$ cat src/rtl/conv3x3_mac_relu.sv
// ---------------------------------------------------------------------------
// conv3x3_mac_relu
//
// Purpose: one output pixel of a 3x3 convolution per accepted window. The
// nine unsigned pixels are multiplied by nine programmable signed weights,
// summed with a programmable signed bias, then passed through ReLU, a right
// shift by SHIFT and saturation to 8 bits. Three registered stages advance
// together under a valid/ready handshake.
//
// Ports:
//   clk, rst                 clock, asynchronous active-high reset
//   valid_in, ready_out      upstream handshake (window accepted on both high)
//   data_in_0..data_in_8     unsigned window pixels, pixel k uses weight k
//   weight_we/addr/data      weight write port (addresses 9..15 ignored)
//   bias_we, bias_data       bias write port
//   valid_out, ready_in      downstream handshake
//   data_out                 unsigned ReLU-quantised result
// ---------------------------------------------------------------------------
module conv3x3_mac_relu #(
    parameter int SHIFT = 7
) (
    input  logic        clk,
    input  logic        rst,
    input  logic        valid_in,
    output logic        ready_out,
    input  logic [7:0]  data_in_0,
    input  logic [7:0]  data_in_1,
    input  logic [7:0]  data_in_2,
    input  logic [7:0]  data_in_3,
    input  logic [7:0]  data_in_4,
    input  logic [7:0]  data_in_5,
    input  logic [7:0]  data_in_6,
    input  logic [7:0]  data_in_7,
    input  logic [7:0]  data_in_8,
    input  logic        weight_we,
    input  logic [3:0]  weight_addr,
    input  logic [7:0]  weight_data,
    input  logic        bias_we,
    input  logic [15:0] bias_data,
    output logic        valid_out,
    input  logic        ready_in,
    output logic [7:0]  data_out
);

    logic               w_adv;
    logic [7:0]         w_pix [9];
    logic signed [16:0] w_prod [9];
    logic signed [20:0] w_prodSum;
    logic signed [21:0] w_s2Next;
    logic [21:0]        w_shifted;
    logic [7:0]         w_relu;

    logic signed [7:0]  r_weight [9];
    logic signed [15:0] r_bias;
    logic               r_s1Valid;
    logic               r_s2Valid;
    logic               r_s3Valid;
    logic signed [16:0] r_prod [9];
    logic signed [21:0] r_s2Sum;
    logic [7:0]         r_dataOut;

    assign w_pix[0] = data_in_0;
    assign w_pix[1] = data_in_1;
    assign w_pix[2] = data_in_2;
    assign w_pix[3] = data_in_3;
    assign w_pix[4] = data_in_4;
    assign w_pix[5] = data_in_5;
    assign w_pix[6] = data_in_6;
    assign w_pix[7] = data_in_7;
    assign w_pix[8] = data_in_8;

    // The whole pipe moves as one; it only freezes when a result is waiting
    // for a downstream that is not ready.
    assign w_adv     = !valid_out || ready_in;
    assign ready_out = w_adv;
    assign valid_out = r_s3Valid;
    assign data_out  = r_dataOut;

    // S1 products: pixel zero-extended, weight sign-extended, both to 17 bits.
    // The true product range (-32640..32385) fits 17-bit signed exactly.
    always_comb begin
        for (int k = 0; k < 9; k++) begin
            w_prod[k] = $signed({9'b0, w_pix[k]}) * $signed({{9{r_weight[k][7]}}, r_weight[k]});
        end
    end

    // S2 adder tree: nine 17-bit products need 21 bits; one more bit makes
    // room for the 16-bit bias so the result can never overflow.
    always_comb begin
        w_prodSum = '0;
        for (int k = 0; k < 9; k++) begin
            w_prodSum = w_prodSum + {{4{r_prod[k][16]}}, r_prod[k]};
        end
        w_s2Next = {w_prodSum[20], w_prodSum} + {{6{r_bias[15]}}, r_bias};
    end

    // S3 ReLU, truncating shift and saturation to the 8-bit output range.
    always_comb begin
        w_shifted = $unsigned(r_s2Sum) >> SHIFT;
        if (r_s2Sum[21]) begin
            w_relu = 8'd0;
        end else if (w_shifted > 22'd255) begin
            w_relu = 8'd255;
        end else begin
            w_relu = w_shifted[7:0];
        end
    end

    // Parameter registers are written independently of the pipeline state.
    // The pipeline samples the pre-edge values, so a write on the same edge
    // as an acceptance (weights) or S2 entry (bias) does not affect it.
    always_ff @(posedge clk or posedge rst) begin
        if (rst) begin
            for (int k = 0; k < 9; k++) begin
                r_weight[k] <= '0;
            end
            r_bias <= '0;
        end else begin
            if (weight_we && (weight_addr < 4'd9)) begin
                r_weight[weight_addr] <= weight_data;
            end
            if (bias_we) begin
                r_bias <= bias_data;
            end
        end
    end

    // Pipeline registers: valid flags and data shift together on w_adv.
    always_ff @(posedge clk or posedge rst) begin
        if (rst) begin
            r_s1Valid <= 1'b0;
            r_s2Valid <= 1'b0;
            r_s3Valid <= 1'b0;
            for (int k = 0; k < 9; k++) begin
                r_prod[k] <= '0;
            end
            r_s2Sum   <= '0;
            r_dataOut <= '0;
        end else if (w_adv) begin
            r_s1Valid <= valid_in;
            r_s2Valid <= r_s1Valid;
            r_s3Valid <= r_s2Valid;
            r_prod    <= w_prod;
            r_s2Sum   <= w_s2Next;
            r_dataOut <= w_relu;
        end
    end

endmodule
$ cat config.mk
export PLATFORM = sky130hd
export DESIGN_NAME = conv3x3_mac_relu
export DESIGN_NICKNAME = d
export VERILOG_FILES = /design/src/rtl/conv3x3_mac_relu.sv
export SDC_FILE = /design/constraint.sdc
export NUM_CORES = 2
export LEC_CHECK = 0
export ABC_AREA = 1
export CAP_MARGIN = 10
export CORE_UTILIZATION = 40
export CTS_BUF_LIST = sky130_fd_sc_hd__clkbuf_4
export DETAILED_ROUTE_END_ITERATION = 10
export HOLD_SLACK_MARGIN = 0.06
export SKIP_LAST_GASP = 1
export SYNTH_ARGS = -nofsm -noshare
export SYNTH_HDL_FRONTEND = slang
export SYNTH_SLANG_ARGS = --single-unit
$ cat constraint.sdc
create_clock -name clk -period 8.46 [get_ports clk]
set_input_delay 1.269 -clock clk [delete_from_list [all_inputs] [get_ports clk]]
set_output_delay 1.269 -clock clk [all_outputs]
set_load 0.005 [all_outputs]
==> results.md <==
* Status: finished clean
* Core box area at 88,920 µm²
* Die Footprint at 91,490 µm²
* Post-synthesis xor/xnor area fraction at 0.008731
* I/O Pins at 116
* Initial drt markers at 1,493
* Max Transition Viols Final at 0
* Metal2 WL at 45,840 µm
* Post-CTS setup buffers at 0
* Top_reg_cell synth: dfrtp_1
* IO Port Bufs at 115
* Adder-cell share of the synthesized area at 0.4012
* Hold Path Origin: r_s2Valid$_DFFE_PP0P_
* Total CTS buffers at 85
* Fin crit share at 0.6545
* Worst Path Required at 9160 ps
* Worst Max-Slew Pin Slew at 1084 ps
* Async S/R FF share, synth at 1.000
* Share of cells above drive strength 1 at 0.05761
* CP dominant cell by count: nand2_1
* Worst-path clk slew at 60 ps
* Critical path capture point type: flop
* Wire length on met3 at 3075 µm
* Fill cell count at 9,028
* Detailed Routing Iterations Pass 1 at 6
* Largest cells by area after synthesis: fa_1 25%, dfrtp_1 19%, ha_1 15%
* Synth top area share at 0.2522
* Worst skew pair latency at 840 ps
* Max Root-Sink Buffers at 3
* Die H at 302.5 µm
* Fin Setup TNS at 0 ps
* Clk Tree Root Cell: clkbuf_4
* Largest net degree at the start of global routing at 154
* Max Used Layer: met5
* R2R depth at 24
* Synth warnings at 0
* Final HPWL DP at 74,680 µm
* Mux share of post-synthesis cell area at 0.004989
* Hold endpoint: valid_out$_DFFE_PP0P_
* Fmax at 0.1806 GHz
* CP top delay family: adder cells
* Layout Cells excl Fill at 5,905
* Site Rows at 109
* Slowest stage delay, CP at 640 ps
* Hold Path Depth at 1
* Drt drc at 0
* Number of global-route vias before repair at 28,550
* Post-synthesis cell count at 4,656
* Buf+Inv Stages, Crit Path at 2
* Worst path slowest cell: fa_1
* Tot GR Track Use at 0.2095
* Via count at 28,100
* Reg-to-reg slack, setup at 2920 ps
* Final nets at 5,673
* Post-Synth Simple-Gate Area at 0.1973
* Worst Clk Skew at 67.18 ps
* Post-CTS Resized at 0
* First-pass GRT wire length at 150,400 µm
* RSZ-0062 raised after global routing: no
* Largest area contributor in the netlist: fa_1
* Setup violators final at 0
* DR WL/cell at 15.60 µm
* Critical path arrival at 6240 ps
* Number of max-cap violations at 0
* Min Tclk post-route at 5537 ps
* Routed WL at 92,110 µm
* Die width at 302.5 µm
* Sequential-to-total area share from yosys stat at 0.1850
* Sum of routed wire segments on met1 at 41,580 µm
* GRT overflow at 0
* Reg2reg end: r_s2Sum[20]$_DFFE_PP0P_
* Clock Sinks at 267
* R2R Path Start: r_prod[112]$_DFFE_PP0P_
* H-tree level count at 3
* Synth Register Bits at 267
* P&R area growth vs syn at 8.097%
* Number of flops mapped to enable cells by yosys at 0
* Starting Density at 0.4061
* RD Place Congestion at 0.8877
* Syn Std Cell Area at 36,110 µm²
* Worst-path fanout max at 5
* Synth unique cells at 39
* Largest family of logic cells by synthesized area: adder cells
* CTS tree: built
* Crit path launch type: flop
* Synthesized area per cell at 7.756 µm²
* Mapped Nets at 5,647
* Post-DRT Antenna Nets at 0
* Most common cell in the synthesized netlist: nand2_1
* Worst hold path type: reg2reg
* Fraction of the mapped netlist area in compound gates at 0.06060
* Setup CP Type: reg2reg
* Worst slew margin at 0.2763
* Initial antenna violation count at 4
* Post-synth top cells: 1,226 x nand2_1, 1,149 x inv_1, 455 x fa_1, 430 x ha_1, 267 x dfrtp_1
* Critical-path cell list: fa_1 > fa_1 > fa_1 > inv_1 > fa_1 > inv_1 > ha_1 > a21o_1 > a21oi_1 > nor2_1 > nor3_1 > nand2_1 > nand2_1 > nand2_1 > ha_1 > nand2_1 > nor2_1 > nand2_1 > nor2_1 > nand2_1 > nand3_1 > nand2_1 > nand3_1 > nand2_1
* Final hold violations at 0
* Via density at 4.758
* Placed Cells at 5,760
* # hold bufs at CTS at 0
## layout make-up
type	instances	area [µm²]	share of cell area
Antenna cell	1	2.502	0.00006410
Clock buffer	115	863.3	0.02212
Clock inverter	29	158.9	0.004071
Inverter	1157	4352	0.1115
Multi-Input combinational cell	3048	24300	0.6224
Sequential cell	267	6681	0.1712
Tap cell	1165	1458	0.03734
Timing Repair Buffer	123	1224	0.03135
## worst max path at each step
stage,to,startpoint,cells after the start,slack [ps]
6_report,r_s2Sum[20]$_DFFE_PP0P_,r_prod[112]$_DFFE_PP0P_,24,2920
3_5_place_dp,r_prod[27]$_DFFE_PP0P_,data_in_7[0],16,2800
2_1_floorplan,r_s2Sum[19]$_DFFE_PP0P_,r_prod[2]$_DFFE_PP0P_,28,3590
4_1_cts,r_s2Sum[20]$_DFFE_PP0P_,r_prod[53]$_DFFE_PP0P_,25,2990
3_3_place_gp,r_prod[27]$_DFFE_PP0P_,data_in_7[0],16,2840
5_1_grt,r_s2Sum[19]$_DFFE_PP0P_,r_prod[5]$_DFFE_PP0P_,28,2620
## state kept, by name (all words and copies together) (netlist names)
name	count
valid_out	1
r_prod	153
r_s2Valid	1
r_s1Valid	1
r_s2Sum	15
data_out	8
r_weight	72
r_bias	16
## cell usage in the layout, fill, tap and decap left out, types with 66 or more instances in the layout
cell	n
nand2_1	1226
inv_1	1148
fa_1	455
ha_1	430
dfrtp_1	267
nor2_1	169
nand3_1	147
a21oi_1	136
o21ai_0	127
clkbuf_4	115
clkdlybuf4s50_1	115
or2_2	66
## kinds of logic after synthesis
| logic type | after synthesis |
|---|---|
| and+or+nand+nor | 1720 |
| buffers and inverters | 1341 |
| adders and majority gates | 885 |
| AOI/OAI and AO/OA | 391 |
| DFF | 267 |
| xor gates and xnor gates | 36 |
| muxes | 16 |
## routing by layer
layer,global-route usage,vias up
met5,0,-
met4,0.05025,2
li1,-,13980
met2,0.3702,479
met1,0.2740,13540
met3,0.02241,94
## through the flow
step                area, µm²  worst slack, ps  hold slack (ps)    util
CTS                     39030             2988            452.5  0.4390
detailed placement      38010             2803            449.1  0.4275
global placement        38010             2841            457.8  0.4275
finish                  39040             2923            457.4  0.4390
global route            39040             2625            463.3  0.4390
floorplan               36120             3590            440.0       -
Power is left out: the tool's default activity adds up to more than one toggle a clock period on the data nets, which glitch-free logic cannot reach.
==> edit, RTL diff (config.mk and constraints unchanged) <==
Reset style: synchronous (`rst`), changed in 2 clocked blocks. Comments in the files are not updated.
--- a/src/rtl/conv3x3_mac_relu.sv
+++ b/src/rtl/conv3x3_mac_relu.sv
@@ -111,3 +111,3 @@
     // as an acceptance (weights) or S2 entry (bias) does not affect it.
-    always_ff @(posedge clk or posedge rst) begin
+    always_ff @(posedge clk) begin
         if (rst) begin
@@ -128,3 +128,3 @@
     // Pipeline registers: valid flags and data shift together on w_adv.
-    always_ff @(posedge clk or posedge rst) begin
+    always_ff @(posedge clk) begin
         if (rst) begin
Function: differs if rst is asserted again (counterexample within 4 cycles, from zero or initial values and one cycle with rst high); with rst held inactive, the same outputs for 4 cycles.
==> edit against the unedited design <==
Area after synthesis shrank 0.65%. The flow now finishes with violations (DRC). Non-clock buffer count shrank 2. Routed wire length shrank 1.7%. Global-route usage shrank 0.21 points. Sequential cell count is the same. Setup slack lost 0.20 ns. Final area shrank 0.58%. First-iteration DRC count shrank 9.3%. Synthesized cell count grew 2.3%.
Power is not shown: default switching activity piles up to over one toggle a cycle in this logic, so the estimate is an artifact.
==> edit: results (changes against the unedited design) <==
* Gpl congestion at 0.898 (+1.2%)
* Fin util at 43.8% (-0.12 points)
* Synth Area in XOR/XNOR at 1.46% (+0.59 points)
* Top cells by area, synth: fa_1 (25%), ha_1 (15%), inv_1 (13%)
* Failing checks: DRC
* Final WL at 90500 um (-1.7%)
* Status: complete, but fails checks
* Hold path depth at 2 (+1)
* Syn Inst Count at 4763 (+2.3%)
* Synth Flop Type: dfxtp_1
* Crit path time final at 5.74 ns (+0.200 ns)
* Hold EP: r_s2Valid$_SDFFE_PP0P_
* Worst-Margin Slew at 1.03 ns (-0.0558 ns)
* Dpl cell area at 0.0378 sq mm (-0.62%)
* DRT Pass-1 Iters at 9 (+3)
* Worst min-delay path startpoint: r_s2Valid$_SDFFE_PP0P_
* Post-synthesis mux area share at 0% (-0.50 points)
* CP peak stage delay at 0.56 ns (-0.08 ns)
* Detailed Place HPWL at 73900 um (-1.0%)
* Syn_nets at 5754 (+1.9%)
* Post-synth EDFFs at 72 (+72)
* Number of CTS-inserted buffers at 75 (-12%)
* Nets@finish at 5753 (+1.4%)
* Via count at 28300 (+0.64%)
* Synth cell count leaders: inv_1 (1242), nand2_1 (1004), fa_1 (455), ha_1 (430), nor2_1 (345)
* Non-Filler Instances at 5981 (+1.3%)
* GRT Overall Usage at 20.7% (-0.21 points)
* Fraction of layout cells with a size suffix above 1 at 4.26% (-1.5 points)
* # DRC at 5 (+5)
* FF-to-FF End: r_s2Sum[15]$_SDFFE_PP0P_
* CP startpoint: r_prod[53]$_SDFFE_PP0P_
* Setup Skew at 0.0506 ns (-0.0166 ns)
[edit: cell count changes after synthesis, sizes merged, moves of 17 or more]
cell / change
nor3: -17
buf: -21
dfxtp: +195
clkbuf: +36
inv: +90
nand2: -229
o21bai: +63
o21ai: +32
o211ai: +23
edfxtp: +72
xor2: +32
dfrtp: -267
nor2: +166
[edit: layout make-up]
| type | count | area share [%] |
|---|---|---|
| diodes | 2 | 0.0129 |
| clock buffers | 109 | 2.11 |
| clock inverters | 20 | 0.542 |
| inverters | 1250 | 12.1 |
| flip-flops and latches | 267 | 15.6 |
| repair buffers | 121 | 3.08 |
| multi-input cells | 3047 | 62.8 |
| well taps | 1165 | 3.76 |
[edit: routing by layer]
metal	up-vias	GRT usage (%)	share of wire, %
li1	14300	-	-
met1	13400	26.4	45
met2	479	36.0	48
met3	112	2.60	4.0
met4	2	7.30	3.1
met5	-	0	0.019
